==> src/rtl/msrv32_irq_arbiter.sv <==
// Machine-level interrupt arbiter: synchronizes/pends MEI, MTI, MSI, picks one by fixed
// priority and hands it to machine control over a req/ack handshake with post-mret holdoff.
module msrv32_irq_arbiter #(
   parameter int unsigned SYNC_STAGES    = 2,
   parameter int unsigned HOLDOFF_CYCLES = 2
) (
   input  logic       clk_in,
   input  logic       reset_in,
   input  logic       e_irq_in,
   input  logic       t_irq_in,
   input  logic       s_irq_in,
   input  logic       s_irq_clr_in,
   input  logic       mie_in,
   input  logic       meie_in,
   input  logic       mtie_in,
   input  logic       msie_in,
   input  logic       irq_ack_in,
   input  logic       mret_in,
   output logic       irq_req_out,
   output logic [3:0] cause_out,
   output logic       meip_out,
   output logic       mtip_out,
   output logic       msip_out,
   output logic       busy_out
);

   typedef enum logic [1:0] {IDLE, REQ, SERVICE, HOLDOFF} state_t;

   localparam logic [3:0] CAUSE_MEI = 4'd11;
   localparam logic [3:0] CAUSE_MSI = 4'd3;
   localparam logic [3:0] CAUSE_MTI = 4'd7;

   localparam int unsigned CNT_W = (HOLDOFF_CYCLES > 2) ? $clog2(HOLDOFF_CYCLES) : 1;
   localparam logic [CNT_W-1:0] HOLD_LOAD =
      (HOLDOFF_CYCLES > 0) ? CNT_W'(HOLDOFF_CYCLES - 1) : {CNT_W{1'b0}};

   logic [SYNC_STAGES-1:0] e_sync;
   logic                   s_prev;
   state_t                 state, state_n;
   logic [3:0]             cause_n;
   logic                   req_n;
   logic [CNT_W-1:0]       hold_cnt, hold_cnt_n;
   logic                   elig_e, elig_s, elig_t, latched_elig;

   always_ff @(posedge clk_in or posedge reset_in) begin
      if (reset_in) begin
         e_sync   <= '0;
         mtip_out <= 1'b0;
         s_prev   <= 1'b0;
         msip_out <= 1'b0;
      end else begin
         e_sync   <= {e_sync[SYNC_STAGES-2:0], e_irq_in};
         mtip_out <= t_irq_in;
         s_prev   <= s_irq_in;
         // rising edge of the strobe takes precedence over a simultaneous clear
         if (s_irq_in && !s_prev)
            msip_out <= 1'b1;
         else if (s_irq_clr_in)
            msip_out <= 1'b0;
      end
   end

   assign meip_out = e_sync[SYNC_STAGES-1];
   assign busy_out = (state != IDLE);

   assign elig_e = mie_in & meip_out & meie_in;
   assign elig_s = mie_in & msip_out & msie_in;
   assign elig_t = mie_in & mtip_out & mtie_in;

   always_comb begin
      case (cause_out)
         CAUSE_MEI: latched_elig = elig_e;
         CAUSE_MSI: latched_elig = elig_s;
         CAUSE_MTI: latched_elig = elig_t;
         default:   latched_elig = 1'b0;
      endcase
   end

   always_comb begin
      state_n    = state;
      cause_n    = cause_out;
      req_n      = irq_req_out;
      hold_cnt_n = hold_cnt;
      case (state)
         IDLE: begin
            req_n = 1'b0;
            if (elig_e || elig_s || elig_t) begin
               cause_n = elig_e ? CAUSE_MEI : (elig_s ? CAUSE_MSI : CAUSE_MTI);
               req_n   = 1'b1;
               state_n = REQ;
            end
         end
         REQ: begin
            if (irq_ack_in) begin
               req_n   = 1'b0;
               state_n = SERVICE;
            end else if (!latched_elig) begin
               req_n   = 1'b0;
               state_n = IDLE;
            end
         end
         SERVICE: begin
            req_n = 1'b0;
            if (mret_in) begin
               if (HOLDOFF_CYCLES == 0) begin
                  state_n = IDLE;
               end else begin
                  state_n    = HOLDOFF;
                  hold_cnt_n = HOLD_LOAD;
               end
            end
         end
         HOLDOFF: begin
            req_n = 1'b0;
            if (hold_cnt == '0)
               state_n = IDLE;
            else
               hold_cnt_n = hold_cnt - 1'b1;
         end
         default: begin
            req_n   = 1'b0;
            state_n = IDLE;
         end
      endcase
   end

   always_ff @(posedge clk_in or posedge reset_in) begin
      if (reset_in) begin
         state       <= IDLE;
         cause_out   <= '0;
         irq_req_out <= 1'b0;
         hold_cnt    <= '0;
      end else begin
         state       <= state_n;
         cause_out   <= cause_n;
         irq_req_out <= req_n;
         hold_cnt    <= hold_cnt_n;
      end
   end

endmodule

==> config.mk <==
export PLATFORM = sky130hd
export DESIGN_NAME = msrv32_irq_arbiter
export DESIGN_NICKNAME = d
export VERILOG_FILES = /design/src/rtl/msrv32_irq_arbiter.sv
export SDC_FILE = /design/constraint.sdc
export NUM_CORES = 1
export LEC_CHECK = 0
export CORE_MARGIN = 4
export CORE_UTILIZATION = 35
export CTS_CLUSTER_DIAMETER = 100
export DETAILED_ROUTE_END_ITERATION = 16
export GPL_TIMING_DRIVEN = 0
export PLACE_DENSITY = 0.67
export SLEW_MARGIN = 15
export SYNTH_ARGS = -nofsm -noshare
export SYNTH_HDL_FRONTEND = slang
export SYNTH_SLANG_ARGS = --single-unit
==> constraint.sdc <==
create_clock -name clk_in -period 2 [get_ports clk_in]
set_input_delay 0.3 -clock clk_in [delete_from_list [all_inputs] [get_ports clk_in]]
set_output_delay 0.3 -clock clk_in [all_outputs]
set_load 0.01 [all_outputs]
### Yosys cells after proc, flatten, opt, wreduce, memory -nomap -nowiden

Cells that the tools add are included.
Widths: inputs -> output; s select.

| storage, ports and cells | value |
|---|---|
| flip-flop bits (word level) | 13 |
| input port bits | 12 |
| output and inout bits | 9 |
| word-level logic and storage cells | 55 |

| cells by class | value |
|---|---|
| add/sub/neg operators | 1 |
| equal/unequal tests | 10 |
| multiplexer cells | 18 |
| bitwise gates (word level) | 6 |
| reductions and logical operators | 12 |

Operators with widths:

| kind | number |
|---|---|
| $mux 2 | 5 |
| $pmux 2 s4 | 1 |
| $mux 1 | 7 |
| $and 1x1->1 | 6 |
| $ne 2x2->1 const B | 3 |
| $pmux 1 s3 | 2 |
| $reduce_bool 2->1 | 3 |
| $eq 2x2->1 const B | 2 |
| $eq 4x2->1 const B | 1 |
| $eq 4x3->1 const B | 1 |
| $eq 4x4->1 const B | 1 |
| $mux 4 | 1 |
| $reduce_and 2->1 | 2 |
| $reduce_and 4->1 | 1 |
| $mux 3 | 1 |
| $ne 3x3->1 const B | 1 |
| $eq 2x1->1 const B | 1 |
| $logic_not 2->1 | 1 |
| $logic_or 1x1->1 | 2 |
| $pmux 1 s2 | 1 |
| $reduce_or 2->1 | 1 |
| $logic_and 1x1->1 | 1 |
| $logic_not 1->1 | 1 |
| $sub 1x1->1 const B | 1 |

### Longest topological paths before layout

Gate-level depths: netlist of the first run.

| logic depth | value |
|---|---|
| depth in word-level cells | 6 |
| mapped depth | 3 |
| mapped depth without buffers | 3 |

### Worst setup path after synthesis of the first run

Ideal clock, no wire load.

| path | value |
|---|---|
| path kind | register -> register |
| from | reg state[0] |
| to | reg cause_out[3] |
| library setup time | 122 ps |
| arrival | 995 ps |
| required time | 1878 ps |
| path slack | 883 ps |
| stages on the path, launching flop included | 4 |
| path buffers | 0 |
| clock period less this slack | 1117 ps |
| path through | dfrtp_1 nor3b_4 o21ai_2 a32o_1 |

| on the way | value |
|---|---|
| word-level cells in the longest chain between the ends | 2 |

Ends and longest elaborated chain:

| item | line | source |
|---|---|---|
| start, declared | 39 | `state_t state, state_n;` |
| start signal, assigned | 134 | `state <= state_n;` |
| $logic_not 2->1 | 84 | `case (state)` |
| $reduce_and 2->1 (no line) | - |  |
| end signal, assigned | 135 | `cause_out <= cause_n;` |
| end, declared | 20 | `output logic [3:0] cause_out,` |

Every way passes these cells.
A chain may end at the register's enable or synchronous reset.

### Worst setup path after layout of the first run

| path | value |
|---|---|
| from | reg state[0] |
| to | out busy_out |

| on the way | value |
|---|---|
| word-level cells in the longest chain between the ends | 1 |

Ends and longest elaborated chain:

| item | line | source |
|---|---|---|
| $reduce_bool 2->1 | 64 | `assign busy_out = (state != IDLE);` |
| end, declared | 24 | `output logic busy_out` |

Every way passes these cells.

==> results of run 1 <==
worst max-delay path: stages (launching register included):
cell                              delay, ps
sky130_fd_sc_hd__dfrtp_1                470
sky130_fd_sc_hd__or2_2                  320
sky130_fd_sc_hd__clkdlybuf4s50_1        480
area by class of cell:
class	instances	area [um2]	area share
sequential	12	300	0.395
timing repair buffer	20	200	0.263
multi-input combinational	24	193	0.253
clock buffer	3	22.5	0.0296
inverter	5	18.8	0.0247
tap	15	18.8	0.0247
buffer	1	7.51	0.00987
sequential cells by signal (all words and copies together) (netlist names), named ones only:
name         flops
cause_out        3
e_sync           2
hold_cnt         1
irq_req_out      1
msip_out         1
mtip_out         1
s_prev           1
state            1
where the power goes:
part	internal, mW	total [mW]	switching, mW
clock network	0.0696	0.142	0.0720
registers	0.307	0.389	0.0818
logic	0.189	0.302	0.114
cells in the final DEF, fill, tap and decap left out:
master                            count
sky130_fd_sc_hd__nand2b_1             1
sky130_fd_sc_hd__nor4bb_1             1
sky130_fd_sc_hd__a22o_1               1
sky130_fd_sc_hd__clkbuf_4             3
sky130_fd_sc_hd__inv_1                5
sky130_fd_sc_hd__nor2b_1              1
sky130_fd_sc_hd__o31ai_2              1
sky130_fd_sc_hd__a32o_1               1
sky130_fd_sc_hd__nor3b_4              1
sky130_fd_sc_hd__o22ai_1              1
sky130_fd_sc_hd__a211oi_2             1
sky130_fd_sc_hd__or2_2                1
sky130_fd_sc_hd__o21ai_2              1
sky130_fd_sc_hd__and4b_1              1
sky130_fd_sc_hd__o211ai_1             1
sky130_fd_sc_hd__buf_4                1
sky130_fd_sc_hd__dfrtp_1             12
sky130_fd_sc_hd__clkdlybuf4s50_1     20
sky130_fd_sc_hd__and2_1               1
sky130_fd_sc_hd__nand2_1              2
sky130_fd_sc_hd__a21oi_1              5
sky130_fd_sc_hd__and4bb_1             1
sky130_fd_sc_hd__a31oi_1              1
sky130_fd_sc_hd__mux2_2               1
through the flow:
| step | util | hold WS (ps) |
|---|---|---|
| final | 0.563 | 326 |
| after global routing | 0.563 | 345 |
| after CTS | 0.563 | 339 |
| after detailed placement | 0.547 | 346 |
| after global placement | 0.547 | 334 |
| after floorplan | - | 165 |
final timing paths:
path / to / slack, ps / cells after the start
max in group asynchronous: msip_out / 1370 / 2
min reg2reg: e_sync[1] / 350 / 0
min: e_sync[1] / 330 / 2
min in group clk_in: e_sync[1] / 350 / 0
max reg2reg: cause_out[3] / 780 / 3
max: busy_out / 160 / 2
logic make-up (layout without fill, tap and decap cells):
family,Yosys count,count (layout)
mux,1,1
buf+inv,6,29
simple gates,10,10
compound gates,13,13
flops,12,12
per-layer routing:
metal | part of all wire | up-vias
li1 | - | 199
met1 | 0.43 | 176
met2 | 0.47 | 15
met3 | 0.089 | 2
met4 | 0.0085 | 0
met5 | 0 | -
==> reports/summary.md, run 1 <==
The number of setup buffers added after CTS is 0. The tools report the origin of the worst setup path as state[0]. Final worst-path cycle share: 0.920. The number of antenna violations at the first check in global routing was 0; the placed standard-cell area was 738 um2. After clock tree synthesis, the clock-pin slew on the worst setup and hold paths is 70 ps. The number of nets in the layout is 79, and the total length of routed wires is 946 um. The number of antenna diodes in the final layout is 0. The simple-gate area share of the yosys netlist was 0.161; the cell row count was 13.

The Yosys step of the flow raised 0 warnings. The worst-margin pin slew came out at 440 ps. The tools report the met3 demand-to-capacity share in global routing as 0.0586. The floorplan step defined a die boundary enclosing 0.00216 mm2. The share of async-settable or async-resettable flops after synthesis works out to 1.00. For the pre-CTS worst setup slack, the log shows 447 ps. The global routing stage identified its most utilized layer as met2.

TritonCTS built the clock tree. Setup repair after global routing left no endpoint under its margin. Number of buffers added by the clock tree synthesis step: 3. The filler cells instantiated in the layout total 126. The number of instances in the synthesized netlist was 42; the share of Yosys cell area claimed by the top area cell type was 0.578.

The global routing usage summed across all routing layers was 0.110. Among all flip-flop cells after synthesis, the most frequent one is sky130_fd_sc_hd__dfrtp_1. The met1 usage is 0.135, and the wire length of the first global-routing pass is 1600 um.

The sort of element at the start of the critical path is a flip-flop. The run gives 0 as the final number of hold-violating endpoints. Total core area: 0.00135 mm2. Summed over all instances, the cell type with the most area after synthesis is sky130_fd_sc_hd__dfrtp_1.

The average vias per placed instance was 4.90; the average footprint of a synthesized cell was 12.4 um2. Total number of vias: 392. After clock tree synthesis, the flow added hold-fix buffers numbering 0. Final non-filler cell area: 761 um2. By count the netlist is led by 12 x sky130_fd_sc_hd__dfrtp_1, 5 x sky130_fd_sc_hd__a21oi_1, 5 x sky130_fd_sc_hd__inv_1.

The final non-filler cell total was 80; the final number of max-transition violations was 0. Across the run, the number of max-cap violations was 0. On the final layout, the worst clock skew is 5.13 ps. The share of the synthesized netlist area taken by xor and xnor gates came out at 0.

The post-synthesis compound-gate area fraction came out at 0.188. Setup total negative slack on the finished layout was measured at 0 ps. Entering global routing, the biggest net connects 13 pins. The worst register-to-register path begins at state[0].

The total power density per cell area was 1090 mW/mm2. The run gives 0 as the DRC violation count after routing. For the weighted congestion reported at the end of routability-driven placement, the log shows 0.714.

The combinational family with the most area after synthesis was compound AO/OA/AOI/OAI gates. The share of synthesized area spent on multiplexers was 0.0217; the iteration-0 DRC count of the detailed router was 7. The share of post-route cells with drive strength above 1 was 0.154; the count of pins on the block boundary was 21.

The critical path in this run is classified as flip-flop to primary output. Summed over all layers, the global routing overflow is 0. The tools report the overall power of the completed layout as 833 uW. The width of the die is 46.5 um, and the layout overhead on the synthesized area is 46.5%. The flow ran to the end, and the final reports show no timing, DRC or antenna violations.

The flip-flop and latch count after synthesis is 12, and the post-cts repair resize count is 0. For the static leakage power, the log shows 0.323 nW. In the final routed layout, each cell accounts on average for 11.8 um.

The tools report the kind of capture point of the worst setup path as a primary output. The clock drives 12 sinks. CTS placed an instance of sky130_fd_sc_hd__clkbuf_4 at the clock tree root. The worst path needs 1840 ps of the cycle, external delays included. Share of the yosys chip area belonging to registers: 0.578. The logs give 546 uV for the maximum resistive drop on vdd and 161 ps for the smallest setup slack after layout.

The min-delay analysis places its worst path in the category input pin to asynchronous set/reset pin. The tools report the worst relative slew slack as 0.706. The maximum fanout count along the critical path was 7; the maximum achievable frequency was 544 MHz. The logs give 2 for the worst-case clock buffer depth and 270 ps for the clock latency at the later pin of the worst-skew pair. Buffers placed on the I/O ports in this run total 20. The number of iterations in the first detailed-routing pass is 4. The via count of the first global-routing pass is 353. Among all cell types in the netlist, the one instantiated most often is sky130_fd_sc_hd__dfrtp_1. Area of the mapped netlist: 519 um2. The number of H-tree branching levels is 1. For the number of placed instances, taps included, the log shows 77.

The post-synthesis adder-cell area fraction came out at 0. The die is 46.5 um tall. For the worst setup path, the data required time is 1700 ps. In the post-synthesis netlist, the biggest area contributors are sky130_fd_sc_hd__dfrtp_1 58%, sky130_fd_sc_hd__a21oi_1 4.8%, sky130_fd_sc_hd__inv_1 3.6%, sky130_fd_sc_hd__nor3b_4 3.6%, sky130_fd_sc_hd__a211oi_2 2.4%.

The initial core utilization was 0.385; the data arrival time of the worst path was 1540 ps. The run gives 54 as the total nets after synthesis. Yosys mapped a number of flops with a built-in enable equal to 0. The count of nets left with antenna violations once routing finished came out at 0. The netlist uses 22 different library cells.

Setup violations remaining at the end of the flow were counted as 0. The met2 track demand over resource is 0.165.
Power figures use the tool's default switching activity.
==> inputs of run 2 (changes only) <==
--- a/config.mk
+++ b/config.mk
@@ -11,7 +11,6 @@
 export DETAILED_ROUTE_END_ITERATION = 16
 export GPL_TIMING_DRIVEN = 0
 export PLACE_DENSITY = 0.67
-export SLEW_MARGIN = 15
 export SYNTH_ARGS = -nofsm -noshare
 export SYNTH_HDL_FRONTEND = slang
 export SYNTH_SLANG_ARGS = --single-unit
==> constraint.sdc (replaced) <==
create_clock -name clk_in -period 1.9 [get_ports clk_in]
set_input_delay 0.285 -clock clk_in [delete_from_list [all_inputs] [get_ports clk_in]]
set_output_delay 0.285 -clock clk_in [all_outputs]
set_load 0.01 [all_outputs]
==> results of run 2 <==
The final DEF is identical to that of run 1. Status: complete, no violations.
Among the figures that moved: setup slack after placement 447 ps -> 362 ps; setup slack after layout 161 ps -> 76.0 ps; hold slack 326 ps -> 311 ps; register-to-register setup slack 780 ps -> 680 ps; total power 0.833 mW -> 0.876 mW; worst IR drop on VDD 546 uV -> 575 uV
==> inputs of run 3 (changes only) <==
--- a/config.mk
+++ b/config.mk
@@ -5,7 +5,6 @@
 export SDC_FILE = /design/constraint.sdc
 export NUM_CORES = 1
 export LEC_CHECK = 0
-export CORE_MARGIN = 4
 export CORE_UTILIZATION = 35
 export CTS_CLUSTER_DIAMETER = 100
 export DETAILED_ROUTE_END_ITERATION = 16
==> run 3 against run 2 <==
Clock skew rose by 3.3 ps. Sequential cell count unchanged. Via count grew 1.0%. Utilization is 1.7 points higher. Hold slack better by 1.0 ps. Largest power group unchanged. Design area grew 1.8%. Register-to-register slack about the same. Global-route usage grew 3.9 points.
==> reports/summary.md, run 3 (synthesis results as in run 1) <==
The hold buffer count at cts came out at 0 (unchanged). For the endpoint required time on the critical path, the log shows 1620 ps. The residual antenna-violating net count after detailed routing is 0 (unchanged), and the utilization after layout is 0.581 (+0.0172). Leaving out fill and tap cells, the most frequent cell in the layout is sky130_fd_sc_hd__clkdlybuf4s50_1. The run gives 77 (unchanged) as the number of placed instances, taps included. The weighted congestion reported at the end of routability-driven placement came out at 0.711 (-0.43%). The port buffer count is 20 (unchanged).

The slack of the worst reg-to-reg path is 680 ps, and the summed negative setup slack over all endpoints is 0 ps (unchanged). Class of the most critical setup path: flip-flop to primary output. The run gives 34 um (-60%) as the met3 wire length. The sum of met2 wire segment lengths after detailed routing is 452 um (+0.89%), and the detailed placer's ending HPWL is 703 um. The width of the die came out at 40.5 um (-13%). TritonCTS built the clock tree. The final routed wire length divided by cell count works out to 12.1 um (+2.4%).

The global routing usage summed across all routing layers is 0.149 (+0.0390). For the maximum achievable frequency, the log shows 549 MHz. STA classifies the critical path startpoint as a flip-flop.

The tools report the wire length of the first global-routing pass as 1480 um (-7.8%). The final worst-path cycle share was 0.958. The iteration-0 DRC count of the detailed router came out at 3 (-4). The tightest hold path in the finished design has a slack of 312 ps. Number of buffers added for setup after CTS: 0 (unchanged). The tools report the kind of capture point of the worst setup path as a primary output. For the setup clock skew after layout, the log shows 8.42 ps (+3.28 ps). The number of antenna violations at the first check in global routing came out at 0 (unchanged).

The full die area was 0.00164 mm2 (-24%); the flip-flop count of the largest register after layout was 3 (unchanged). The setup violation total in the final timing report is 0 (unchanged). The worst-case clock buffer depth was 2 (unchanged). The logs give 270 ps (about the same) for the clock latency at the later pin of the worst-skew pair and 2 (-2) for the number of iterations in the first detailed-routing pass.

The cell sitting at the root of the clock tree is a sky130_fd_sc_hd__clkbuf_4. The number of nets in the layout is 79 (unchanged). The maximum fanout count along the critical path was 7 (unchanged). Setup repair after global routing left no endpoint under its margin. The clock-pin slew on the worst setup and hold paths is 80 ps (about the same), and the number of buffers added by the clock tree synthesis step is 3 (unchanged). The largest registers in the layout are cause_out (3), e_sync (2).

The top cell types in the final layout, fill and taps aside, are 20 x sky130_fd_sc_hd__clkdlybuf4s50_1, 12 x sky130_fd_sc_hd__dfrtp_1, 5 x sky130_fd_sc_hd__inv_1, 5 x sky130_fd_sc_hd__a21oi_1, 3 x sky130_fd_sc_hd__clkbuf_4. The run gives 981 um (+3.7%) as the total length of routed wires. The path category of the worst min-delay check is input pin to asynchronous set/reset pin. The layout overhead on the synthesized area was 49.2%; the depth of the most critical reg-to-reg path was 3 (unchanged). The DRC violation count after routing was 0 (unchanged).

The run gives 486 um (+21%) as the routed metal-1 wirelength. The flow ran to the end, and the final reports show no timing, DRC or antenna violations. Final non-filler cell area: 774 um2 (+1.8%). The count of pins on the block boundary came out at 21 (unchanged). For the final non-filler cell total, the log shows 81 (+1.3%).

The post-cts repair resize count was 0 (unchanged); the count of clock tree sinks was 12 (unchanged). The worst-margin pin slew was 459 ps (+18.2 ps). The tools report the data arrival time of the worst path as 1540 ps (about the same). For the final number of max-transition violations, the log shows 0 (unchanged). The register with the most flip-flops in the final layout is cause_out. The placed standard-cell area is 738 um2 (unchanged), and the die extent in y is 40.5 um (-13%). The worst relative slew slack came out at 0.694 (-0.0121).

The initial core utilization came out at 0.389 (+0.00469). The tools report the cell row count as 13 (unchanged). In this run the critical register-to-register path is captured at cause_out[3]. Average vias per placed instance: 4.89 (-0.23%). The final critical path time including I/O delays and setup is 1820 ps.

The worst-case IR drop observed on VDD is 565 uV. The total congestion overflow after global routing is 0 (unchanged). Static leakage power: 0.330 nW (+2.2%). Total core area: 0.00133 mm2 (-1.2%). In this run the critical register-to-register path is launched from state[0]. The total number of vias came out at 396 (+1.0%). Signal routing reaches up to met4. The number of antenna diodes is 0 (unchanged).

The total power density per cell area works out to 1200 mW/mm2. The logs give 336 (-4.8%) for the via count of the first global-routing pass and 0 (unchanged) for the final number of hold-violating endpoints. For the pin count of the biggest net entering global routing, the log shows 13 (unchanged). The tools report the number of H-tree branching levels as 1 (unchanged). The number of violations of the max-capacitance limit is 0 (unchanged), and the share of post-route cells with drive strength above 1 is 0.167 (+0.0128).
run 3: cell types whose count changed in the layout (fill, tap and decap cells not counted), sizes merged:
cell and change:
clkbuf +1
run 3: worst max-delay path by stage:
stage	to	depth (start not counted)	slack, ps	from
3_3_place_gp	state[0]	4	380	meie_in
4_1_cts	busy_out	2	70	state[0]
2_1_floorplan	cause_out[3]	3	780	state[0]
6_report	busy_out	2	80	state[0]
3_5_place_dp	busy_out	2	370	state[0]
5_1_grt	busy_out	2	30	state[0]
run 3: final cells by class:
| type | instances | area, um2 |
|---|---|---|
| fillers | 113 | 559 |
| flip-flops and latches | 12 | 300 |
| repair buffers | 20 | 200 |
| multi-input cells | 24 | 193 |
| clock buffers | 4 | 36.3 |
| inverters | 5 | 18.8 |
| well taps | 15 | 18.8 |
| plain buffers | 1 | 7.51 |
run 3: metrics by stage:
stage,setup WS (ps),total power [mW]
after floorplan,783,0.578
after global placement,380,0.732
after detailed placement,373,0.738
after global routing,27.2,1.00
final,79.4,0.932
after CTS,69.8,0.946
run 3: layer usage:
layer  up-vias  global-route usage
met5         -                   0
met4         0              0.0750
met3         2              0.0833
met2        10               0.218
met1       180               0.172
li1        204                   -
run 3: report_power, final:
group	total (mW)	leakage [nW]	internal (mW)	switching (mW)
combinational	0.318	0.167	0.199	0.119
clock	0.201	0.0210	0.116	0.0845
sequential	0.413	0.142	0.323	0.0902
total	0.932	0.330	0.638	0.294
run 3: critical path, cell delays in order, from the launching register on:
cell and delay (ps):
sky130_fd_sc_hd__dfrtp_1 470, sky130_fd_sc_hd__or2_2 320, sky130_fd_sc_hd__clkdlybuf4s50_1 480
